$ cat src/rtl/load_store_unit.sv
`default_nettype none
// ============================================================================
// load_store_unit
//   Data-memory initiator for the multicycle RISC-V datapath: b/h/w loads and
//   stores over a req/ready word port, with read-modify-write for sb/sh.
//   Revision: 1.0
// ============================================================================
module load_store_unit #(
  parameter int ADDR_W = 5
) (
  input  logic              clk,
  input  logic              rst_n,
  input  logic              start,
  input  logic              is_store,
  input  logic [2:0]        funct3,
  input  logic [31:0]       byte_addr,
  input  logic [31:0]       store_data,
  output logic              busy,
  output logic              done,
  output logic              misalign,
  output logic [31:0]       load_data,
  output logic              mem_req,
  output logic              mem_we,
  output logic [ADDR_W-1:0] mem_addr,
  output logic [31:0]       mem_wdata,
  input  logic [31:0]       mem_rdata,
  input  logic              mem_ready
);

  typedef enum logic [1:0] {
    IDLE = 2'd0,
    RD   = 2'd1,
    WR   = 2'd2,
    FIN  = 2'd3
  } state_t;

  state_t      r_state;
  logic        r_is_store;
  logic [2:0]  r_funct3;
  logic [1:0]  r_lane;
  logic [31:0] r_store_data;

  logic        w_illegal;
  logic [31:0] w_merged;
  logic [31:0] w_load_ext;
  logic [7:0]  w_byte;
  logic [15:0] w_half;
  logic        w_unused;

  // Address bits above the memory window wrap silently.
  assign w_unused = &{1'b0, byte_addr[31:ADDR_W+2]};

  always_comb begin
    w_illegal = 1'b0;
    case (funct3)
      3'b000:  w_illegal = 1'b0;
      3'b001:  w_illegal = byte_addr[0];
      3'b010:  w_illegal = |byte_addr[1:0];
      3'b100:  w_illegal = is_store;
      3'b101:  w_illegal = is_store | byte_addr[0];
      default: w_illegal = 1'b1;
    endcase
  end

  always_comb begin
    w_merged = mem_rdata;
    if (r_funct3[0]) begin
      if (r_lane[1]) w_merged[31:16] = r_store_data[15:0];
      else           w_merged[15:0]  = r_store_data[15:0];
    end else begin
      case (r_lane)
        2'd0:    w_merged[7:0]   = r_store_data[7:0];
        2'd1:    w_merged[15:8]  = r_store_data[7:0];
        2'd2:    w_merged[23:16] = r_store_data[7:0];
        default: w_merged[31:24] = r_store_data[7:0];
      endcase
    end
  end

  always_comb begin
    case (r_lane)
      2'd0:    w_byte = mem_rdata[7:0];
      2'd1:    w_byte = mem_rdata[15:8];
      2'd2:    w_byte = mem_rdata[23:16];
      default: w_byte = mem_rdata[31:24];
    endcase
    w_half = r_lane[1] ? mem_rdata[31:16] : mem_rdata[15:0];
    case (r_funct3)
      3'b000:  w_load_ext = {{24{w_byte[7]}}, w_byte};
      3'b001:  w_load_ext = {{16{w_half[15]}}, w_half};
      3'b100:  w_load_ext = {24'd0, w_byte};
      3'b101:  w_load_ext = {16'd0, w_half};
      default: w_load_ext = mem_rdata;
    endcase
  end

  always_ff @(posedge clk) begin
    if (!rst_n) begin
      r_state      <= IDLE;
      r_is_store   <= 1'b0;
      r_funct3     <= 3'd0;
      r_lane       <= 2'd0;
      r_store_data <= 32'd0;
      busy         <= 1'b0;
      done         <= 1'b0;
      misalign     <= 1'b0;
      load_data    <= 32'd0;
      mem_req      <= 1'b0;
      mem_we       <= 1'b0;
      mem_addr     <= '0;
      mem_wdata    <= 32'd0;
    end else begin
      done     <= 1'b0;
      misalign <= 1'b0;
      case (r_state)
        IDLE: begin
          if (start) begin
            r_is_store   <= is_store;
            r_funct3     <= funct3;
            r_lane       <= byte_addr[1:0];
            r_store_data <= store_data;
            mem_addr     <= byte_addr[ADDR_W+1:2];
            busy         <= 1'b1;
            if (w_illegal) begin
              r_state  <= FIN;
              done     <= 1'b1;
              misalign <= 1'b1;
            end else if (is_store && funct3 == 3'b010) begin
              r_state   <= WR;
              mem_req   <= 1'b1;
              mem_we    <= 1'b1;
              mem_wdata <= store_data;
            end else begin
              r_state <= RD;
              mem_req <= 1'b1;
              mem_we  <= 1'b0;
            end
          end
        end
        RD: begin
          if (mem_ready) begin
            if (r_is_store) begin
              // Request stays up; only the direction and data change.
              r_state   <= WR;
              mem_we    <= 1'b1;
              mem_wdata <= w_merged;
            end else begin
              r_state   <= FIN;
              mem_req   <= 1'b0;
              done      <= 1'b1;
              load_data <= w_load_ext;
            end
          end
        end
        WR: begin
          if (mem_ready) begin
            r_state <= FIN;
            mem_req <= 1'b0;
            mem_we  <= 1'b0;
            done    <= 1'b1;
          end
        end
        default: begin
          r_state <= IDLE;
          busy    <= 1'b0;
        end
      endcase
    end
  end

endmodule
`default_nettype wire

$ cat config.mk
export PLATFORM = sky130hd
export DESIGN_NAME = load_store_unit
export DESIGN_NICKNAME = d
export VERILOG_FILES = /design/src/rtl/load_store_unit.sv
export SDC_FILE = /design/constraint.sdc
export NUM_CORES = 1
export LEC_CHECK = 0
export ABC_AREA = 1
export CAP_MARGIN = 20
export CORE_MARGIN = 2
export CORE_UTILIZATION = 30
export CTS_CLUSTER_DIAMETER = 150
export DETAILED_ROUTE_END_ITERATION = 8
export DONT_BUFFER_PORTS = 1
export PLACE_DENSITY_LB_ADDON = 0.1
export SKIP_CTS_REPAIR_TIMING = 1
export SLEW_MARGIN = 20
export SYNTH_ARGS = -nofsm -noshare
export SYNTH_HDL_FRONTEND = slang
export SYNTH_SLANG_ARGS = --single-unit
export TNS_END_PERCENT = 10
$ cat constraint.sdc
create_clock -name clk -period 1.72 [get_ports clk]
set_clock_uncertainty 0.2 [all_clocks]
set_input_delay 0 -clock clk [delete_from_list [all_inputs] [get_ports clk]]
set_output_delay 0 -clock clk [all_outputs]
set_load 0.01 [all_outputs]
# ---- Word-level counts from Yosys, hierarchy flattened
# Index checks and enable logic that the tools add are counted.
dict set report totals {
  reg_bits 98
  inputBits 104
  word_cells 96
}
dict set report op_classes {
  eq_ne 18
  muxes 44
  bitwise 3
  n_reduce_logical 18
}
# op count
set op_table {}
lappend op_table {{32-bit two-way mux} 6}
lappend op_table {{32-bit case mux with 4 select lines} 1}
lappend op_table {{32-bit case mux with 2 select lines} 1}
lappend op_table {{16-bit two-way mux} 3}
lappend op_table {{8-bit two-way mux} 4}
lappend op_table {{8-bit case mux with 3 select lines} 1}
lappend op_table {{6-bit AND reduction} 3}
lappend op_table {{1-bit two-way mux} 17}
lappend op_table {{2-bit != test, second input constant} 7}
lappend op_table {{3-bit equality test, second input constant} 4}
lappend op_table {{2-bit two-way mux} 5}
lappend op_table {{1-bit case mux with 3 select lines} 3}
lappend op_table {{3-bit by 1-bit equality test with 1-bit output, second input constant} 2}
lappend op_table {{3-bit zero test} 2}
lappend op_table {{2-bit case mux with 3 select lines} 1}
lappend op_table {{2-bit AND reduction} 3}
lappend op_table {{3-bit AND reduction} 2}
lappend op_table {{1-bit case mux with 5 select lines} 1}
lappend op_table {{2-bit by 1-bit equality test with 1-bit output, second input constant} 2}
lappend op_table {{2-bit equality test, second input constant} 2}
lappend op_table {{2-bit zero test} 2}
lappend op_table {{2-bit OR reduction} 2}
lappend op_table {{3-bit by 2-bit equality test with 1-bit output, second input constant} 1}
lappend op_table {{3-bit nonzero test} 1}
lappend op_table {{6 further kinds} 7}

# ---- Depth between registers and ports, before layout
dict set report logic_depth {
  depth_word 7
  mapped_depth 11
  depth_no_buf 10
}

# ---- Least setup slack after synthesis
# OpenSTA, ideal clock, no wires.
dict set report synth_path {
  path_kind {register -> register}
  startpoint {register r_state[0]}
  endpoint {register mem_wdata[0]}
  setup_time_ns 0.114
  arrival_ns 1.426
  t_required_ns 1.406
  slack_ns -0.020
  path_stages_with_launch 10
  path_buffers 1
  period_less_slack_ns 1.740
  path_cell_list {dfxtp_1 inv_1 ha_1 nand2_1 o21ai_0 nor2_2 nand3_4 buf_2 a21oi_1 nor2_1}
}
dict set report synth_between {
  elab_chain_len 3
}
# element line_no
set synth_lines {}
lappend synth_lines {{start, declared} 37} ;# state_t r_state;
lappend synth_lines {{start signal, assigned} 99} ;# r_state <= IDLE;
lappend synth_lines {{start signal, assigned} 125} ;# r_state <= FIN;
lappend synth_lines {{start signal, assigned} 129} ;# r_state <= WR;
lappend synth_lines {{2-bit by 1-bit equality test with 1-bit output or 2-bit zero test (tied branches)} 115} ;# case (r_state)
lappend synth_lines {{2-bit != test (no line) or 2-bit nonzero test (tied branches)} -}
lappend synth_lines {{6-bit AND reduction (no line)} -}
lappend synth_lines {{end signal, assigned} 132} ;# mem_wdata <= store_data;
lappend synth_lines {{end signal, assigned} 146} ;# mem_wdata <= w_merged;
lappend synth_lines {{end, declared} 25} ;# output logic [31:0] mem_wdata,
# Parallel ways exist; a longest one is shown, timed or not.
# A chain may end at the register's enable or synchronous reset.

# ---- Worst setup path in the final report
dict set report layout_path {
  startpoint {register r_state[0]}
  endpoint {register mem_wdata[10]}
}
# The elaborated chain is that of the path after synthesis.

==> impl_metrics.json <==
{
  "postSynthCellCount": 933,
  "max_freq_mhz": 546.9,
  "cts_root_buffer": "clkbuf_16",
  "r2r-start": "r_state[0]$_SDFFE_PN0P_",
  "crit_slowest_cell": "dfxtp_4",
  "via_per_inst": 4.908,
  "violations": "hold timing, setup timing",
  "maxSlewHeadroom": 0.7686,
  "reg2reg_slack_ps": -110,
  "yosysUniqueCellTypes": 33,
  "crit_required_ps": 1780,
  "antenna_left": 0,
  "dp.cells": 1186,
  "vias": 5998,
  "reg2reg_to": "mem_wdata[10]$_SDFFE_PN0P_",
  "cp_slowest_stage_delay_ps": 380,
  "synth_fp_nets": 1041,
  "cp_num_cells": 10,
  "crit_path_end_kind": "flip-flop",
  "outcome": "complete, but fails checks",
  "row_count": 50,
  "grt_pass1_wl_um": 32430,
  "synth_flop_cell": "dfxtp_1",
  "p_leak_nw": 3.277,
  "worstSetupPathType": "reg2reg",
  "htree_levels": 3,
  "cp_data_arrival_time_ps": 1890,
  "instances_no_fill": 1222,
  "crit_buf_inv": 3,
  "cts_buffer_depth": 2,
  "fin_crit_sh": 1.063,
  "antenna_cells": 0,
  "start_util": 0.3077,
  "yosysWarningCount": 0,
  "critical_path.top_delay_family": "simple AND/OR/NAND/NOR gates",
  "crit_path_start_kind": "flip-flop",
  "wl_per_cell_um": 17.99,
  "rsz0062_at_grt": "yes",
  "hold_viol": 96,
  "synthTopCellsByArea": "dfxtp_1, nand2_1, o21ai_0, nor2_1, a21oi_1",
  "yosys.area.top_type": "dfxtp_1",
  "core_area_um2": 18830,
  "cts_sinks": 98,
  "worst-path-max-fanout": 6,
  "ir_drop_mv": 0.8980,
  "drt_iter0_drc": 471,
  "die_y_um": 143.0,
  "grt_remaining_overflow": 0,
  "crit_top_cell": "nor2_2",
  "holdWs_ps": -429.1,
  "critPathLaunch": "r_state[0]$_SDFFE_PN0P_",
  "syn_area_um2": 5794,
  "power.density_nw_per_um2": 1682,
  "grt.total_usage": 0.2078,
  "worstHoldPathType": "in2reg",
  "fin_ws_ps": -108.4,
  "grt_pass1_vias": 5688,
  "worst_pin_slew_ps": 344.4,
  "avgSynthCellArea_um2": 6.210,
  "place.gp.congestion": 0.8309,
  "routed_wl_um": 21980,
  "die_w_um": 143.0,
  "ys_ff_latch": 98,
  "min_period_ps": 1828,
  "drc": 0,
  "layout_common_cells": "nand2_1, o21ai_0, dfxtp_1, nor2_1, inv_1",
  "tritoncts": "done",
  "nNetsFinal": 1065,
  "drv_slew": 0,
  "syn_to_final_growth_pct": 22.13,
  "path_cells": "inv_4 > ha_4 > nand2_2 > o21ai_2 > nor2_2 > buf_6 > nand3_4 > clkbuf_16 > nor2_2 > nor2_1",
  "final_common_cell": "nand2_1",
  "insertion_delay_ps": 360,
  "tns_ps": -2385,
  "io_buffer_count": 0,
  "reg2reg_depth": 10,
  "dieArea_um2": 20440,
  "yosys.area.top_type_share": 0.3386,
  "grt_max_degree": 96,
  "setup_viol": 32,
  "antenna_found_initial": 0,
  "endpoint": "mem_wdata[10]$_SDFFE_PN0P_",
  "drive_gt1_frac": 0.1497,
  "clk_pin_slew_ps": 70,
  "numCtsBuffers": 9,
  "dr.pass1.iters": 5,
  "async_flop_share": 0,
  "ys_seq_area_frac": 0.3386,
  "cap_violations": 0,
  "dp_hpwl_um": 15750,
  "num_io_pins": 178,
  "synth_edf_count": 0
}
## layout make-up
type | count | area, um^2
clock buffer | 12 | 256.5
clock inverter | 4 | 73.82
fill | 2114 | 11750
inverter | 94 | 367.9
multi-input combinational | 683 | 3334
sequential | 98 | 1972
tap | 260 | 325.3
timing repair buffer | 71 | 747.0
## worst min path at each step
stage | from | end | slack, ps | depth (start not counted)
5_1_grt | rst_n | mem_wdata[15]$_SDFFE_PN0P_ | -440 | 2
3_5_place_dp | rst_n | mem_req$_SDFFE_PN0P_ | -60 | 2
6_report | rst_n | mem_req$_SDFFE_PN0P_ | -430 | 2
3_3_place_gp | rst_n | mem_we$_SDFFE_PN0P_ | -60 | 2
2_1_floorplan | start | busy$_SDFFE_PN0P_ | -60 | 2
4_1_cts | rst_n | mem_wdata[15]$_SDFFE_PN0P_ | -450 | 2
## metal layers
metal	part of all wire	up-vias	track usage
li1	-	3042	-
met1	0.43	2773	0.2541
met2	0.47	158	0.3395
met3	0.093	25	0.08149
met4	0.016	0	0.05732
met5	0	-	0
## cell families after synthesis
kind of cell / synth area share
and+or+nand+nor: 0.3330
AOI/OAI and AO/OA: 0.2054
adders and majority gates: 0.008638
DFF: 0.3386
buffers and inverters: 0.1144
## synth_stat cells, types with 3 or more instances
| cell type | number |
|---|---|
| a21oi_1 | 73 |
| a31oi_1 | 3 |
| buf_2 | 20 |
| buf_4 | 7 |
| buf_6 | 5 |
| clkbuf_1 | 27 |
| dfxtp_1 | 98 |
| ha_1 | 4 |
| inv_1 | 86 |
| inv_2 | 7 |
| nand2_1 | 264 |
| nand2_2 | 3 |
| nand2_4 | 3 |
| nand3_1 | 57 |
| nand4_1 | 6 |
| nor2_1 | 105 |
| nor3_1 | 5 |
| o211ai_1 | 9 |
| o21ai_0 | 107 |
| o21ai_1 | 6 |
| o21bai_1 | 13 |
| o21bai_2 | 3 |
| o22ai_1 | 4 |
| or2_2 | 6 |
## power by group
| group | switching, W | internal (W) |
|---|---|---|
| Combinational | 0.00355 | 0.00238 |
| Sequential | 0.000740 | 0.00295 |
| Clock | 0.000924 | 0.00136 |
## state kept, by name, summed over array words and instances, names as in the netlist
signal / flops
busy: 1
mem_wdata: 32
mem_req: 1
load_data: 32
done: 1
r_funct3: 3
r_lane: 2
r_store_data: 16
r_state: 2
mem_we: 1
mem_addr: 5
misalign: 1
r_is_store: 1
## metrics by stage
step | setup WS [ps] | util | instance area (um^2) | power, W
CTS | -81.78 | 0.3523 | 6634 | 0.01114
floorplan | -14.63 | - | 5797 | 0.007148
finish | -108.4 | 0.3758 | 7077 | 0.01190
global route | -169.6 | 0.3758 | 7077 | 0.01290
detailed placement | -56.93 | 0.3348 | 6304 | 0.008814
global placement | -28.81 | 0.3348 | 6304 | 0.008819
Power figures use the tool's default switching activity.
